--- src/rtl/mod_unit_arbiter_pkg.sv ---
// Shared types for the two-requester modular add/sub arbiter.
// Holds the FSM encoding, the tag layout and the unit op codes.
// The default operand width is supplied here unless the build overrides DATA_SIZE_ARB.
`ifndef DATA_SIZE_ARB
`define DATA_SIZE_ARB 8
`endif

package mod_unit_arbiter_pkg;

    typedef enum logic [1:0] {
        ARB   = 2'd0,
        DRAIN = 2'd1,
        LOAD  = 2'd2
    } arb_state_e;

    // Tag = {valid, requester id}
    localparam int TAG_W   = 2;
    localparam int TAG_VLD = 1;
    localparam int TAG_ID  = 0;

    localparam logic MOD_OP_ADD = 1'b0;
    localparam logic MOD_OP_SUB = 1'b1;

endpackage

--- src/rtl/mod_unit_arbiter_if.sv ---
// Request/response/config bus of the arbiter plus its link to the shared unit.
// The slave modport is the arbiter view; the master modport is the environment view.
// Responses carry no backpressure; requests use a valid/ready handshake.
`ifndef DATA_SIZE_ARB
`define DATA_SIZE_ARB 8
`endif

interface mod_unit_arbiter_if #(parameter int W = `DATA_SIZE_ARB) ();
    logic         cfg_valid;
    logic [W-1:0] cfg_q;
    logic         cfg_ready;

    logic         req0_valid, req0_ready, req0_sel;
    logic [W-1:0] req0_a, req0_b;
    logic         req1_valid, req1_ready, req1_sel;
    logic [W-1:0] req1_a, req1_b;

    logic         rsp0_valid, rsp1_valid;
    logic [W-1:0] rsp0_data, rsp1_data;

    logic         unit_sel;
    logic [W-1:0] unit_q, unit_in0, unit_in1, unit_out;
    logic         busy;

    modport slave (
        input  cfg_valid, cfg_q, req0_valid, req0_sel, req0_a, req0_b,
               req1_valid, req1_sel, req1_a, req1_b, unit_out,
        output cfg_ready, req0_ready, req1_ready, rsp0_valid, rsp0_data,
               rsp1_valid, rsp1_data, unit_sel, unit_q, unit_in0, unit_in1, busy
    );

    modport master (
        output cfg_valid, cfg_q, req0_valid, req0_sel, req0_a, req0_b,
               req1_valid, req1_sel, req1_a, req1_b, unit_out,
        input  cfg_ready, req0_ready, req1_ready, rsp0_valid, rsp0_data,
               rsp1_valid, rsp1_data, unit_sel, unit_q, unit_in0, unit_in1, busy
    );
endinterface

--- src/rtl/mod_unit_arbiter_rr_pick.sv ---
// Two-way round-robin chooser; purely combinational, zero latency.
// last_grant=1 means requester 1 won last, so requester 0 wins a tie.
module mod_rr_pick (
    input  logic valid0,
    input  logic valid1,
    input  logic last_grant,
    input  logic enable,
    output logic grant0,
    output logic grant1
);
    assign grant0 = enable & valid0 & (~valid1 | last_grant);
    assign grant1 = enable & valid1 & (~valid0 | ~last_grant);
endmodule

--- src/rtl/mod_unit_arbiter.sv ---
// Round-robin sharing of one modular add/sub unit between two requesters, with safe modulus reload.
// Latency MOD_LAT+1 edges accept->rsp, one op per cycle; rsp has no backpressure, req stalls only during reload.
// Optional perf counters (grant0/1, conflict) are built when MODARB_PERF_CNT_EN is defined.
module mod_unit_arbiter
    import mod_unit_arbiter_pkg::*;
#(
    parameter int W       = `DATA_SIZE_ARB,
    parameter int MOD_LAT = 1,
    parameter int Q_RESET = 251
) (
    input  logic clk,
    input  logic reset,
    mod_unit_arbiter_if.slave bus
`ifdef MODARB_PERF_CNT_EN
    ,
    output logic [15:0] grant0_cnt,
    output logic [15:0] grant1_cnt,
    output logic [15:0] conflict_cnt
`endif
);

    arb_state_e       state_q;
    logic             cfg_ready_q;
    logic [W-1:0]     q_q;
    logic             last_grant_q;
    logic             unit_sel_q;
    logic [W-1:0]     unit_in0_q, unit_in1_q;
    logic [TAG_W-1:0] tag_q [0:MOD_LAT];
    logic             rsp0_vld_q, rsp1_vld_q;
    logic [W-1:0]     rsp0_dat_q, rsp1_dat_q;

    logic pick_en, grant0, grant1, accept, busy_w;

    assign pick_en = (state_q == ARB) && !bus.cfg_valid;
    assign accept  = grant0 | grant1;

    mod_rr_pick u_pick (
        .valid0     (bus.req0_valid),
        .valid1     (bus.req1_valid),
        .last_grant (last_grant_q),
        .enable     (pick_en),
        .grant0     (grant0),
        .grant1     (grant1)
    );

    always_comb begin
        busy_w = 1'b0;
        for (int i = 0; i <= MOD_LAT; i++) busy_w = busy_w | tag_q[i][TAG_VLD];
    end

    // Reload waits in DRAIN until every tagged op has left the pipe.
    always_ff @(posedge clk or negedge reset) begin
        if (!reset) begin
            state_q     <= ARB;
            cfg_ready_q <= 1'b0;
            q_q         <= W'(Q_RESET);
        end else begin
            cfg_ready_q <= 1'b0;
            case (state_q)
                ARB:   if (bus.cfg_valid) state_q <= DRAIN;
                DRAIN: if (!busy_w) begin
                    state_q     <= LOAD;
                    cfg_ready_q <= 1'b1;
                end
                LOAD: begin
                    q_q     <= bus.cfg_q;
                    state_q <= ARB;
                end
                default: state_q <= ARB;
            endcase
        end
    end

    always_ff @(posedge clk or negedge reset) begin
        if (!reset) begin
            last_grant_q <= 1'b1;
            unit_sel_q   <= MOD_OP_ADD;
            unit_in0_q   <= '0;
            unit_in1_q   <= '0;
        end else if (accept) begin
            last_grant_q <= grant1;
            unit_sel_q   <= grant1 ? bus.req1_sel : bus.req0_sel;
            unit_in0_q   <= grant1 ? bus.req1_a   : bus.req0_a;
            unit_in1_q   <= grant1 ? bus.req1_b   : bus.req0_b;
        end
    end

    // The last tag stage lines up with unit_out one edge before capture.
    always_ff @(posedge clk or negedge reset) begin
        if (!reset) begin
            for (int i = 0; i <= MOD_LAT; i++) tag_q[i] <= '0;
            rsp0_vld_q <= 1'b0;
            rsp1_vld_q <= 1'b0;
            rsp0_dat_q <= '0;
            rsp1_dat_q <= '0;
        end else begin
            tag_q[0] <= {accept, grant1};
            for (int i = 1; i <= MOD_LAT; i++) tag_q[i] <= tag_q[i-1];
            rsp0_vld_q <= tag_q[MOD_LAT][TAG_VLD] && !tag_q[MOD_LAT][TAG_ID];
            rsp1_vld_q <= tag_q[MOD_LAT][TAG_VLD] &&  tag_q[MOD_LAT][TAG_ID];
            if (tag_q[MOD_LAT][TAG_VLD] && !tag_q[MOD_LAT][TAG_ID]) rsp0_dat_q <= bus.unit_out;
            if (tag_q[MOD_LAT][TAG_VLD] &&  tag_q[MOD_LAT][TAG_ID]) rsp1_dat_q <= bus.unit_out;
        end
    end

    assign bus.req0_ready = grant0;
    assign bus.req1_ready = grant1;
    assign bus.cfg_ready  = cfg_ready_q;
    assign bus.unit_sel   = unit_sel_q;
    assign bus.unit_q     = q_q;
    assign bus.unit_in0   = unit_in0_q;
    assign bus.unit_in1   = unit_in1_q;
    assign bus.rsp0_valid = rsp0_vld_q;
    assign bus.rsp1_valid = rsp1_vld_q;
    assign bus.rsp0_data  = rsp0_dat_q;
    assign bus.rsp1_data  = rsp1_dat_q;
    assign bus.busy       = busy_w;

`ifdef MODARB_PERF_CNT_EN
    logic [15:0] grant0_cnt_q, grant1_cnt_q, conflict_cnt_q;

    always_ff @(posedge clk or negedge reset) begin
        if (!reset) begin
            grant0_cnt_q   <= '0;
            grant1_cnt_q   <= '0;
            conflict_cnt_q <= '0;
        end else begin
            if (grant0 && grant0_cnt_q != 16'hFFFF) grant0_cnt_q <= grant0_cnt_q + 16'd1;
            if (grant1 && grant1_cnt_q != 16'hFFFF) grant1_cnt_q <= grant1_cnt_q + 16'd1;
            if (state_q == ARB && bus.req0_valid && bus.req1_valid)
                conflict_cnt_q <= conflict_cnt_q + 16'd1;
        end
    end

    assign grant0_cnt   = grant0_cnt_q;
    assign grant1_cnt   = grant1_cnt_q;
    assign conflict_cnt = conflict_cnt_q;
`endif

endmodule

--- src/flat_wrapper.sv ---
// flat-port wrapper written by rule: the top's interface ports become plain ports
module mod_unit_arbiter_flat import mod_unit_arbiter_pkg::*;
#(
    parameter int W       = `DATA_SIZE_ARB,
    parameter int MOD_LAT = 1,
    parameter int Q_RESET = 251
)
  (clk, reset, bus_cfg_valid, bus_cfg_q, bus_req0_valid, bus_req0_sel, bus_req0_a, bus_req0_b, bus_req1_valid, bus_req1_sel, bus_req1_a, bus_req1_b, bus_unit_out, bus_cfg_ready, bus_req0_ready, bus_req1_ready, bus_rsp0_valid, bus_rsp0_data, bus_rsp1_valid, bus_rsp1_data, bus_unit_sel, bus_unit_q, bus_unit_in0, bus_unit_in1, bus_busy);
  mod_unit_arbiter_if #(.W(W)) bus_i ();
  input  logic clk;
  input  logic reset;
  input wire logic [$bits(bus_i.cfg_valid)-1:0] bus_cfg_valid;
  input wire logic [$bits(bus_i.cfg_q)-1:0] bus_cfg_q;
  input wire logic [$bits(bus_i.req0_valid)-1:0] bus_req0_valid;
  input wire logic [$bits(bus_i.req0_sel)-1:0] bus_req0_sel;
  input wire logic [$bits(bus_i.req0_a)-1:0] bus_req0_a;
  input wire logic [$bits(bus_i.req0_b)-1:0] bus_req0_b;
  input wire logic [$bits(bus_i.req1_valid)-1:0] bus_req1_valid;
  input wire logic [$bits(bus_i.req1_sel)-1:0] bus_req1_sel;
  input wire logic [$bits(bus_i.req1_a)-1:0] bus_req1_a;
  input wire logic [$bits(bus_i.req1_b)-1:0] bus_req1_b;
  input wire logic [$bits(bus_i.unit_out)-1:0] bus_unit_out;
  output wire logic [$bits(bus_i.cfg_ready)-1:0] bus_cfg_ready;
  output wire logic [$bits(bus_i.req0_ready)-1:0] bus_req0_ready;
  output wire logic [$bits(bus_i.req1_ready)-1:0] bus_req1_ready;
  output wire logic [$bits(bus_i.rsp0_valid)-1:0] bus_rsp0_valid;
  output wire logic [$bits(bus_i.rsp0_data)-1:0] bus_rsp0_data;
  output wire logic [$bits(bus_i.rsp1_valid)-1:0] bus_rsp1_valid;
  output wire logic [$bits(bus_i.rsp1_data)-1:0] bus_rsp1_data;
  output wire logic [$bits(bus_i.unit_sel)-1:0] bus_unit_sel;
  output wire logic [$bits(bus_i.unit_q)-1:0] bus_unit_q;
  output wire logic [$bits(bus_i.unit_in0)-1:0] bus_unit_in0;
  output wire logic [$bits(bus_i.unit_in1)-1:0] bus_unit_in1;
  output wire logic [$bits(bus_i.busy)-1:0] bus_busy;
  assign bus_i.cfg_valid = bus_cfg_valid;
  assign bus_i.cfg_q = bus_cfg_q;
  assign bus_i.req0_valid = bus_req0_valid;
  assign bus_i.req0_sel = bus_req0_sel;
  assign bus_i.req0_a = bus_req0_a;
  assign bus_i.req0_b = bus_req0_b;
  assign bus_i.req1_valid = bus_req1_valid;
  assign bus_i.req1_sel = bus_req1_sel;
  assign bus_i.req1_a = bus_req1_a;
  assign bus_i.req1_b = bus_req1_b;
  assign bus_i.unit_out = bus_unit_out;
  assign bus_cfg_ready = bus_i.cfg_ready;
  assign bus_req0_ready = bus_i.req0_ready;
  assign bus_req1_ready = bus_i.req1_ready;
  assign bus_rsp0_valid = bus_i.rsp0_valid;
  assign bus_rsp0_data = bus_i.rsp0_data;
  assign bus_rsp1_valid = bus_i.rsp1_valid;
  assign bus_rsp1_data = bus_i.rsp1_data;
  assign bus_unit_sel = bus_i.unit_sel;
  assign bus_unit_q = bus_i.unit_q;
  assign bus_unit_in0 = bus_i.unit_in0;
  assign bus_unit_in1 = bus_i.unit_in1;
  assign bus_busy = bus_i.busy;
  mod_unit_arbiter #(.W(W), .MOD_LAT(MOD_LAT), .Q_RESET(Q_RESET)) u_core (.clk(clk), .reset(reset), .bus(bus_i));
endmodule
--- config.mk ---
export PLATFORM = sky130hd
export DESIGN_NAME = mod_unit_arbiter_flat
export DESIGN_NICKNAME = d
export VERILOG_FILES = /design/src/rtl/mod_unit_arbiter_pkg.sv /design/src/rtl/mod_unit_arbiter_if.sv /design/src/rtl/mod_unit_arbiter_rr_pick.sv /design/src/rtl/mod_unit_arbiter.sv /design/src/flat_wrapper.sv
export SDC_FILE = /design/constraint.sdc
export NUM_CORES = 1
export LEC_CHECK = 0
export BUFFER_PORTS_ARGS = -buffer_cell sky130_fd_sc_hd__buf_2
export CORE_MARGIN = 10
export CORE_UTILIZATION = 38
export CTS_CLUSTER_SIZE = 28
export DETAILED_ROUTE_END_ITERATION = 8
export GPL_TIMING_DRIVEN = 0
export HOLD_SLACK_MARGIN = 0.15
export PLACE_DENSITY = 0.67
export SYNTH_ARGS = -nofsm -noshare
export SYNTH_HDL_FRONTEND = slang
export SYNTH_SLANG_ARGS = --single-unit
--- constraint.sdc ---
create_clock -name clk -period 2.8 [get_ports clk]
set_input_delay 0.42 -clock clk [delete_from_list [all_inputs] [get_ports clk]]
set_output_delay 0.42 -clock clk [all_outputs]
set_load 0.05 [all_outputs]
; ---- Yosys cells after proc, flatten, opt, wreduce, memory -nomap -nowiden
; Cells that the tools add are included.
[totals]
regBits = 51
out_inout_bits = 47
inputBits = 55
word_cells = 43
[op_classes]
mux = 8
n_reduce_logical = 7
n_eq_ne = 4
bitwise = 11
[ops]
columns = operator, n
row1 = $mux 8, 2
row2 = $and 1x1->1, 4
row3 = $mux 2, 2
row4 = $ne 2x2->1 const B, 2
row5 = $or 1x1->1, 4
row6 = $pmux 2 s2, 1
row7 = $logic_and 1x1->1, 3
row8 = $mux 1, 3
row9 = $not 1->1, 3
row10 = $eq 2x1->1 const B, 1
row11 = $eq 2x2->1 const B, 1
row12 = $logic_not 1->1, 2
row13 = $logic_not 2->1, 1
row14 = $reduce_and 2->1, 1

; ---- Longest topological paths before layout
; Gate-level depths: netlist (run 1).
[depth]
ltp_word = 5
ltp_mapped = 6
depth_no_buf = 3

; ---- Modules after synthesis
; A second synthesis (run 1) with hierarchy kept.
[hier_totals]
hier_cells = 153
area_unflattened_um2 = 2069.5
[modules_own_cells]
columns = module, cells_per_inst, n_inst, seq_area_each_um2, area_per_inst_um2
row1 = mod_unit_arbiter, 148, 1, 1286.2, 2048.2
row2 = mod_rr_pick, 5, 1, 0.0, 21.3

; ---- Worst setup path before layout (run 1)
; OpenSTA, ideal clock, no wires.
[synth_timing]
path_kind = reg-to-output
startpoint = register u_core.state_q[1]
endpoint = output port bus_req1_ready
setup_slack_ns = 0.604
n_path_buf = 2
path_stages_with_launch = 5
t_arrival_ns = 1.776
path_cell_list = dfrtp_1 or3_1 buf_6 buf_8 nor2_1
[synth_between]
elab_chain_cells = 4
[synth_rtl]
columns = element, line
row1 = from (decl), mod_unit_arbiter.sv:22  ; arb_state_e state_q;
row2 = from (signal assigned), mod_unit_arbiter.sv:54  ; state_q <= ARB;
row3 = from (signal assigned), mod_unit_arbiter.sv:60  ; ARB: if (bus.cfg_valid) state_q <= DRAIN;
row4 = from (signal assigned), mod_unit_arbiter.sv:62  ; state_q <= LOAD;
row5 = $logic_not 2->1, mod_unit_arbiter.sv:34  ; assign pick_en = (state_q == ARB) && !bus.cfg_valid;
row6 = $logic_and 1x1->1, mod_unit_arbiter.sv:34
row7 = $and 1x1->1 (2 in a row), mod_unit_arbiter_rr_pick.sv:12  ; assign grant1 = enable & valid1 & (~valid0 | ~last_grant);
row8 = to (decl), flat_wrapper.sv:25  ; output wire logic [$bits(bus_i.req1_ready)-1:0] bus_req1_ready;
; No other way between the ends.

; ---- Worst setup path after layout (run 1)
; Ends and elaborated chain as after synthesis.

==> results of run 1 <==
cells in the final DEF (no fill, tap or decap), drive strengths merged:
| master | netlist | final |
|---|---|---|
| a21oi | 18 | 18 |
| mux2i | 1 | 1 |
| nand2b | 2 | 2 |
| nor3 | 1 | 1 |
| a31oi | 18 | 18 |
| a21boi | 1 | 1 |
| nor2 | 3 | 3 |
| bufinv | 0 | 1 |
| dfstp | 8 | 8 |
| nand2 | 1 | 1 |
| or2 | 2 | 2 |
| o21ai | 18 | 18 |
| clkinvlp | 0 | 1 |
| or3 | 1 | 1 |
| clkbuf | 2 | 8 |
| nand3 | 17 | 17 |
| a21bo | 1 | 1 |
| nor3b | 2 | 2 |
| buf | 11 | 112 |
| and2 | 1 | 1 |
| dfrtp | 43 | 43 |
| mux2 | 24 | 24 |
| inv | 3 | 3 |
registers in the layout, summed over array words and instances, names as in the netlist:
signal and flops:
u_core.bus.rsp0_data 8, u_core.bus.rsp1_data 8, u_core.bus.unit_in0 8, u_core.bus.unit_in1 8, u_core.bus.unit_q 8, u_core.tag_q 4, u_core.state_q 2, u_core.bus.cfg_ready 1
u_core.bus.rsp0_valid 1, u_core.bus.rsp1_valid 1, u_core.bus.unit_sel 1, u_core.last_grant_q 1
power breakdown:
group          switching, mW  internal, mW
clock                  0.238         0.267
combinational           1.71         0.614
sequential             0.182          1.12
routing by layer:
layer	wire length, um	GRT usage (%)
met5	0	0
met4	128	5.04
met3	666	4.20
met2	2730	20.3
met1	2510	15.5
final timing paths:
check,start,to,slack [ps],depth (start not counted)
max,u_core.state_q[1],bus_req1_ready,440,5
min,reset,u_core.bus.rsp0_data[0],330,1
max reg2reg,u_core.state_q[1],u_core.bus.unit_in0[5],1200,5
min reg2reg,u_core.tag_q[2],u_core.tag_q[0],360,0
max in group asynchronous,reset,u_core.bus.unit_in1[7],1810,1
min in group clk,bus_req0_valid,u_core.last_grant_q,330,2
cell usage after synthesis (2+ instances only):
| master | n | area [um^2] |
|---|---|---|
| dfrtp_1 | 43 | 1080 |
| a21oi_1 | 18 | 90.1 |
| nand3_1 | 17 | 85.1 |
| a31oi_1 | 14 | 87.6 |
| mux2_2 | 14 | 158 |
| o21ai_1 | 12 | 60.1 |
| mux2_1 | 10 | 113 |
| dfstp_2 | 8 | 210 |
| buf_2 | 6 | 30.0 |
| a31oi_2 | 4 | 50.1 |
| o21ai_2 | 4 | 35.0 |
| buf_6 | 3 | 33.8 |
| inv_1 | 3 | 11.3 |
| nor2_1 | 3 | 11.3 |
| buf_8 | 2 | 30.0 |
| clkbuf_1 | 2 | 7.51 |
| nand2b_1 | 2 | 12.5 |
| nor3b_1 | 2 | 15.0 |
| o21ai_0 | 2 | 10.0 |
cells by family after synthesis:
family / count (synthesis) / synth area share [%]
compound gates: 56 / 16.1
buf+inv: 16 / 5.11
flops: 51 / 58.3
mux: 25 / 12.7
simple gates: 30 / 7.78
final cells by class:
cell class / count / share of cell area, %
well taps: 72 / 3.10
multi-input cells: 111 / 27.7
repair buffers: 101 / 17.4
flip-flops and latches: 51 / 44.2
plain buffers: 13 / 3.48
clock buffers: 6 / 2.49
clock inverters: 2 / 1.29
inverters: 3 / 0.387
==> results by group, run 1 <==
Floorplan
  – Core area: approximately 5600 um^2
  – Full die area: 9250 um^2
  – Site Rows: 27
  – Die width: 96.2 um
  – DIE HEIGHT: 96.2 um
  – Io pins: 102
  – Initial Util: 39.6%

Synth
  – Synth async-reset ratio: 100%
  – Register area share after synthesis: 58.3%
  – Post-synth top flop: dfrtp_1
  – #FFs+latches synth: 51
  – Yosys warning total: 0
  – Mapped cell area: between 2000 and 2500 um^2
  – Syn nets: 233
  – Yosys cell types: 28
  – Post-synth EDFFs: 0
  – Mean Syn Cell Area: around 12 um^2
  – Cells after Synth: 178

Clock tree
  – CTS Sinks: between 50 and 60
  – Htree depth: 2
  – Post-CTS sizing: 0
  – CTS buffer count: 5
  – CTS tree: built
  – Hold_buf cts: 0
  – Total setup buffers inserted after CTS: 0
  – Clock root cell: clkbuf_8
  – Clk Latency, worst-skew pair: 300 ps
  – CTS clk-pin slew, worst paths: 90 ps
  – Clock tree buffer depth: 2

Pwr
  – Pleak: 1.35 nW
  – VDD IR max: 0.602 mV
  – P per Cell Area: 1420 nW/um^2
  – Tot Pwr: between 4 and 5 mW

Timing
  – Worst Max-Slew Pin Slew: 1100 ps
  – Tcrit/Tclk final: 84.4%
  – Hold slack: between 300 and 400 ps
  – Fmax: ~420 MHz
  – Final Hold Vio Count: 0
  – Clock Skew: 4.41 ps
  – Final setup violation count: 0
  – Final count of pins violating max slew: 0
  – Final worst slack: 438 ps
  – Max-slew headroom: 26.5%
  – RSZ-0062 raised after global routing: false
  – Setup total negative slack: 0 ps
  – Minimum clock period: 2360 ps

Placed design
  – Placer Congestion: 0.728
  – Dpl ws: 741 ps
  – DP Cell Count: 351
  – Count of buffers from port buffering: 101
  – Placement Cell Area: 2800 um^2
  – Post-DP HPWL: 4.61 mm

Route
  – Post-route ant nets: 0
  – DR vias: 1,823
  – Routed wire per std cell: 16.8 um
  – DRC Markers: 0
  – Total wire length: 6.04 mm
  – Drt via density: 5.08
  – Iteration-0 DRC Markers: 44
  – First drt pass iteration count: 4

GRT
  – Overflow after GRT: 0
  – Largest net degree at the start of global routing: 52
  – Total Routing Usage GR: 12.7%
  – First-pass GRT wire length: 9.29 mm
  – Vias in the first global route: 1,882
  – Initial antenna violation count: 0

Layout
  – Design area: 2910 um^2
  – Layout cells sized above 1: 53.7%
  – Fill count: 526
  – Multi-input logic area: about 810 um^2
  – Register area: 1290 um^2
  – Ant diodes: 0
  – Final Net Count: 341
  – Area growth from synthesis to layout: 32.0%
  – Layout Utilization: 52.2%
  – Non-Filler Instances: between 300 and 400

Setup path
  – Worst setup EP type: output port
  – Worst path max stage delay: around 460 ps
  – Critical path data arrival time: 1940 ps
  – Slowest-stage cell, CP: dfrtp_1
  – Worst path cell trace: or3_1 > buf_6 > buf_8 > nor2_1 > buf_2
  – CP required: 2380 ps
  – Critical path type: flip-flop to output port
  – Worst-path fanout max: 10
  – CP delay by family, top: buffers and inverters
  – Worst path bufs/invs: 3
  – CP Launch Type: flip-flop

Status
  – Status: completed

Worst hold path
  – Worst min-delay path class: input pin to asynchronous set/reset pin

Run
  – Maxcap violations: 0
(Power assumes the default switching activity.)
==> inputs of run 2 (changes only) <==
- ABC_AREA: unset -> 1
- clock period: 2.8 -> 2.4 ns (I/O delays scaled with it)
==> results by group, run 2 <==
Status
  – Status: completed

Synth
  – Yosys warning total: 0 (unchanged)
  – Cell taking the most area after synthesis: dfrtp_1
  – Register area share after synthesis: 57.1% (-1.2 points)
  – Most frequent cell after synthesis: nand2_1
  – Yosys top cell area share: 47.8% (-1.0 points)
  – Mapped cell area: 2250 um^2 (+2.2%)
  – Synth async-reset ratio: 100% (unchanged)
  – Post-synth EDFFs: 0 (unchanged)
  – Syn nets: 291 (+25%)
  – Most frequent cells after synthesis: nand2_1, dfrtp_1, nand3_1
  – Post-synth top flop: dfrtp_1
  – Yosys cell types: 22 (-21%)
  – #FFs+latches synth: 51 (unchanged)
  – Mean Syn Cell Area: 9.54 um^2 (-23%)
  – Cells after Synth: 236 (+33%)
  – Synth area leaders: dfrtp_1, dfstp_2, nand2_1

Floorplan
  – Die width: 97.0 um (+0.85%)
  – Io pins: 102 (unchanged)
  – Core area: 5640 um^2 (+1.2%)
  – DIE HEIGHT: 97.0 um (+0.85%)
  – Full die area: 9410 um^2 (+1.7%)
  – Initial Util: 39.9% (+0.37 points)
  – Site Rows: 27 (unchanged)

Route
  – Post-route ant nets: 0 (unchanged)
  – DRC Markers: 0 (unchanged)
  – First drt pass iteration count: 4 (unchanged)
  – Total wire length: 5.87 mm (-2.7%)
  – DR vias: 1,917 (+5.2%)
  – Iteration-0 DRC Markers: 80 (+82%)
  – Routed wire per std cell: 14.1 um (-16%)
  – Drt via density: 4.60 (-9.5%)

Layout
  – Commonest cells after routing, fill and taps aside: buf_2, nand2_1, dfrtp_1
  – Design area: 2950 um^2 (+1.4%)
  – Area growth from synthesis to layout: 31.1%
  – Most common cell after layout, fill and taps aside: buf_2
  – Non-Filler Instances: 417 (+16%)
  – Final Net Count: 399 (+17%)
  – Ant diodes: 0 (unchanged)
  – Layout cells sized above 1: 40.0% (-14 points)
  – Layout Utilization: 52.3% (+0.11 points)

Setup path
  – R2R depth: 7 (+2)
  – Slowest-stage cell, CP: dfrtp_1
  – Worst path bufs/invs: 2 (-1)
  – Reg2reg end: u_core.bus.unit_in0[4]
  – CP Launch Type: flip-flop
  – Worst path cell trace: nor2_4 > nand2_4 > nor2_8 > buf_4 > buf_2
  – Worst path max stage delay: 440 ps (-20 ps)
  – Crit path depth: 5 (unchanged)
  – Critical path type: flip-flop to output port
  – Flop2flop setup slack: 910 ps (-290 ps)
  – CP delay by family, top: simple AND/OR/NAND/NOR gates
  – Worst setup EP type: output port
  – Critical R2R Launch: u_core.last_grant_q
  – Critical path data arrival time: 1740 ps (-200 ps)
  – CP required: 2040 ps (-340 ps)
  – Worst-path fanout max: 11 (+1)

Placed design
  – Post-DP HPWL: 4.50 mm (-2.3%)
  – Placement Cell Area: 2850 um^2 (+1.7%)
  – DP Cell Count: 409 (+17%)
  – Placer Congestion: 0.766 (+5.3%)
  – Count of buffers from port buffering: 101 (unchanged)
  – Dpl ws: 556 ps (-185 ps)

GRT
  – Vias in the first global route: 1,986 (+5.5%)
  – Initial antenna violation count: 1 (+1)
  – Overflow after GRT: 0 (unchanged)
  – Total Routing Usage GR: 12.5% (-0.15 points)
  – Largest net degree at the start of global routing: 52 (unchanged)
  – First-pass GRT wire length: 9.98 mm (+7.4%)

Clock tree
  – Total setup buffers inserted after CTS: 0 (unchanged)
  – Clock tree buffer depth: 2 (unchanged)
  – Hold_buf cts: 0 (unchanged)
  – Clk Latency, worst-skew pair: 300 ps (about the same)
  – Post-CTS sizing: 0 (unchanged)
  – CTS Sinks: 51 (unchanged)
  – Htree depth: 2 (unchanged)
  – CTS tree: built
  – Clock root cell: clkbuf_8
  – CTS buffer count: 5 (unchanged)
  – CTS clk-pin slew, worst paths: 100 ps (about the same)

Timing
  – Final setup violation count: 0 (unchanged)
  – Max-slew headroom: 26.5% (+0.034 points)
  – RSZ-0062 raised after global routing: false
  – Minimum clock period: 2100 ps
  – Final count of pins violating max slew: 0 (unchanged)
  – Tcrit/Tclk final: 87.7%
  – Clock Skew: 13.0 ps (+8.61 ps)
  – Fmax: 475 MHz
  – Hold slack: 261 ps (-65.3 ps)
  – Final worst slack: 296 ps (-142 ps)
  – Setup total negative slack: 0 ps (unchanged)
  – Final Hold Vio Count: 0 (unchanged)
  – Worst Max-Slew Pin Slew: 1100 ps (-0.511 ps)

Pwr
  – Pleak: 1.65 nW (+22%)
  – Net Sw Power: 2.42 mW (+14%)
  – Switching Fraction: 52.7% (+1.2 points)
  – VDD IR max: 0.682 mV (+13%)
  – P per Cell Area: 1560 nW/um^2 (+9.5%)
  – Cell internal pwr: 2.17 mW (+8.3%)
  – Logic pwr share: 55.7% (-0.5 points)
  – Sequential share of power: 32.5% (+0.9 points)
  – Clock Power Share: 11.8% (-0.4 points)
  – Tot Pwr: 4.59 mW (+11%)

Run
  – Maxcap violations: 0 (unchanged)

Worst hold path
  – Worst min-delay path class: input pin to asynchronous set/reset pin
## run 2: cell count changes after synthesis, sizes merged, moves of 2 or more
cell,change
a21oi,-17
a31oi,-18
nand2b,-2
buf,-5
o21bai,+17
mux2,-16
or2,-2
nor3b,-2
inv,+31
nand3,+17
nand2,+57
## run 2: final cells by class
| type | count | area [um^2] |
|---|---|---|
| Multi-Input combinational cell | 143 | 786 |
| Tap cell | 72 | 90.1 |
| Timing Repair Buffer | 101 | 505 |
| Buffer | 8 | 52.6 |
| Clock buffer | 7 | 96.3 |
| Fill cell | 546 | 2690 |
| Clock inverter | 1 | 7.51 |
| Inverter | 34 | 128 |
| Sequential cell | 51 | 1290 |
## run 2: worst max path at each step
stage,startpoint,endpoint,slack (ps)
3_5_place_dp,bus_req0_valid,bus_req1_ready,560
5_1_grt,u_core.state_q[1],bus_req1_ready,160
2_1_floorplan,u_core.last_grant_q,bus_req0_ready,890
6_report,u_core.state_q[1],bus_req1_ready,300
4_1_cts,u_core.state_q[1],bus_req1_ready,260
3_3_place_gp,bus_req0_valid,bus_req1_ready,570
## run 2: cell families after synthesis
group           synth area share (%)
compound gates                  10.5
buf+inv                         8.00
flops                           57.1
mux                             4.00
simple gates                    20.4
## run 2: worst register-to-register path, cell delays in order (launching register included)
cell and delay, ps:
dfstp_2 530, nand2_1 60, nand2_2 240, nor2_8 100
inv_2 170, buf_6 170, nand3_1 100, nand2_1 80
## run 2: layer usage
layer	wire, um	vias up	part of all wire [%]	global-route usage (%)
met5	13	-	0.22	0
met1	2570	854	44	15.8
met4	70	2	1.2	3.49
li1	-	973	-	-
met2	2570	79	44	18.9
met3	643	9	11	5.68
## run 2: power by group through the flow
stage	logic (mW)	registers (mW)	clock network, mW
floorplan	0.715	2.75	0
global placement	2.57	1.50	0
detailed placement	2.60	1.51	0
CTS	2.61	1.50	0.555
global route	2.75	1.55	0.591
finish	2.56	1.49	0.541
==> inputs of run 3 (changes only) <==
- CORE_MARGIN: 10 -> 1.5
==> results by group, run 3 (same netlist as run 2, synthesis figures left out) <==
Status
  – Status: completed

GRT
  – Initial antenna violation count: 0 (-1)
  – First-pass GRT wire length: 8.12 mm (-19%)
  – Total Routing Usage GR: 16.3% (+3.8 points)
  – Largest net degree at the start of global routing: 52 (unchanged)
  – Vias in the first global route: 1,744 (-12%)
  – Overflow after GRT: 0 (unchanged)

Layout
  – Multi-input logic area: 786 um^2 (unchanged)
  – Most common cell after layout, fill and taps aside: buf_2
  – Area growth from synthesis to layout: 31.2% (about the same)
  – Layout Utilization: 52.7% (+0.36 points)
  – Fill count: 556 (+1.8%)
  – Layout cells sized above 1: 39.4% (-0.58 points)
  – Ant diodes: 0 (unchanged)
  – Final Net Count: 399 (unchanged)
  – Register area: 1290 um^2 (unchanged)
  – Commonest cells after routing, fill and taps aside: buf_2, nand2_1, dfrtp_1

Run
  – Maxcap violations: 0 (unchanged)

Floorplan
  – Io pins: 102 (unchanged)
  – Core area: 5610 um^2 (-0.60%)
  – Die width: 80.0 um (-18%)
  – Initial Util: 40.2% (+0.24 points)
  – Full die area: 6400 um^2 (-32%)
  – DIE HEIGHT: 80.0 um (-18%)
  – Site Rows: 27 (unchanged)

Timing
  – Final setup violation count: 0 (unchanged)
  – Final Hold Vio Count: 0 (unchanged)
  – Final worst slack: 300 ps (+4.00 ps)
  – Max-slew headroom: 28.1% (+1.6 points)
  – Tcrit/Tclk final: 87.5% (-0.17 points)
  – Setup total negative slack: 0 ps (unchanged)
  – RSZ-0062 raised after global routing: false
  – Minimum clock period: 2100 ps (-4.00 ps)
  – Fmax: 476 MHz (+0.19%)
  – Clock Skew: 6.80 ps (-6.22 ps)
  – Worst Max-Slew Pin Slew: 1080 ps (-23.6 ps)
  – Final count of pins violating max slew: 0 (unchanged)

Route
  – First drt pass iteration count: 4 (unchanged)
  – DRC Markers: 0 (unchanged)
  – Iteration-0 DRC Markers: 71 (-11%)
  – Routed wire per std cell: 12.0 um (-15%)
  – Post-route ant nets: 0 (unchanged)
  – Total wire length: 5.00 mm (-15%)
  – Drt via density: 4.59 (-0.21%)
  – DR vias: 1,913 (-0.21%)

Pwr
  – P per Cell Area: 1560 nW/um^2 (+0.17%)
  – VDD IR max: 0.685 mV (+0.42%)
  – Pleak: 1.65 nW (+0.12%)

Setup path
  – Worst setup EP type: output port
  – Worst-path fanout max: 11 (unchanged)
  – Critical path data arrival time: 1740 ps (about the same)
  – Critical path type: flip-flop to output port
  – CP required: 2040 ps (about the same)
  – CP Launch Type: flip-flop

Placed design
  – Count of buffers from port buffering: 101 (unchanged)
  – Placer Congestion: 0.713 (-6.9%)
  – Dpl ws: 549 ps (-6.64 ps)
  – Post-DP HPWL: 3.66 mm (-19%)

Clock tree
  – CTS clk-pin slew, worst paths: 90 ps (about the same)
  – Post-CTS sizing: 0 (unchanged)
  – CTS Sinks: 51 (unchanged)
  – Clock root cell: clkbuf_8
  – CTS buffer count: 5 (unchanged)
  – Clk Latency, worst-skew pair: 290 ps (about the same)
  – Hold_buf cts: 0 (unchanged)
  – Clock tree buffer depth: 2 (unchanged)
  – Htree depth: 2 (unchanged)
  – CTS tree: built
  – Total setup buffers inserted after CTS: 0 (unchanged)

Worst hold path
  – Worst min-delay path class: input pin to asynchronous set/reset pin
==> run 3: cell count changes in the layout (fill, tap and decap cells not counted), sizes merged <==
| cell | delta |
|---|---|
| bufinv | +1 |
| clkinvlp | -1 |
==> run 3: final timing paths <==
kind                                           from                       to  slack [ps]  cells after the start
min in group clk                      bus_cfg_valid        u_core.state_q[0]         300                      3
worst max-delay path              u_core.state_q[1]           bus_req1_ready         300                      5
worst max register to register  u_core.last_grant_q   u_core.bus.unit_in1[2]         910                      7
worst min register to register      u_core.tag_q[2]          u_core.tag_q[0]         360                      0
max in group asynchronous                     reset   u_core.bus.unit_in1[3]        1480                      1
worst min-delay path                          reset  u_core.bus.rsp0_data[2]         260                      1
==> run 3: power breakdown <==
group / switching, mW / total [mW] / internal [mW]
registers: 0.202 / 1.50 / 1.30
logic: 1.92 / 2.53 / 0.608
clock network: 0.261 / 0.573 / 0.312
==> run 3: layout make-up <==
cell class,count,share of cell area (%)
clock buffer,7,2.58
timing repair buffer,101,17.1
buffer,8,1.78
inverter,34,4.32
multi-input combinational,143,26.6
tap,72,3.05
sequential,51,43.5
clock inverter,1,1.02
==> run 3: critical path, cell delays in order, from the launching register on <==
cell and delay, ps:
dfrtp_1 450, nor2_4 180, nand2_4 140, nor2_8 180, buf_4 210, buf_2 280
==> run 3: layer usage <==
metal	up-vias	GRT usage [%]	part of all wire, %
met3	6	3.09	6.2
met5	-	0	0
met4	0	5.52	0.98
met2	72	25.8	45
met1	865	22.4	48
li1	970	-	-
==> run 3: metrics by stage <==
step | power, mW | area [um^2] | std cells | hold WS [ps]
after floorplan | 3.47 | 2250 | 236 | 64.4
after global routing | 4.88 | 2950 | 417 | 289
final | 4.60 | 2950 | 417 | 261
after detailed placement | 4.07 | 2850 | 409 | 335
after CTS | 4.66 | 2950 | 417 | 290
after global placement | 4.03 | 2850 | 409 | 336
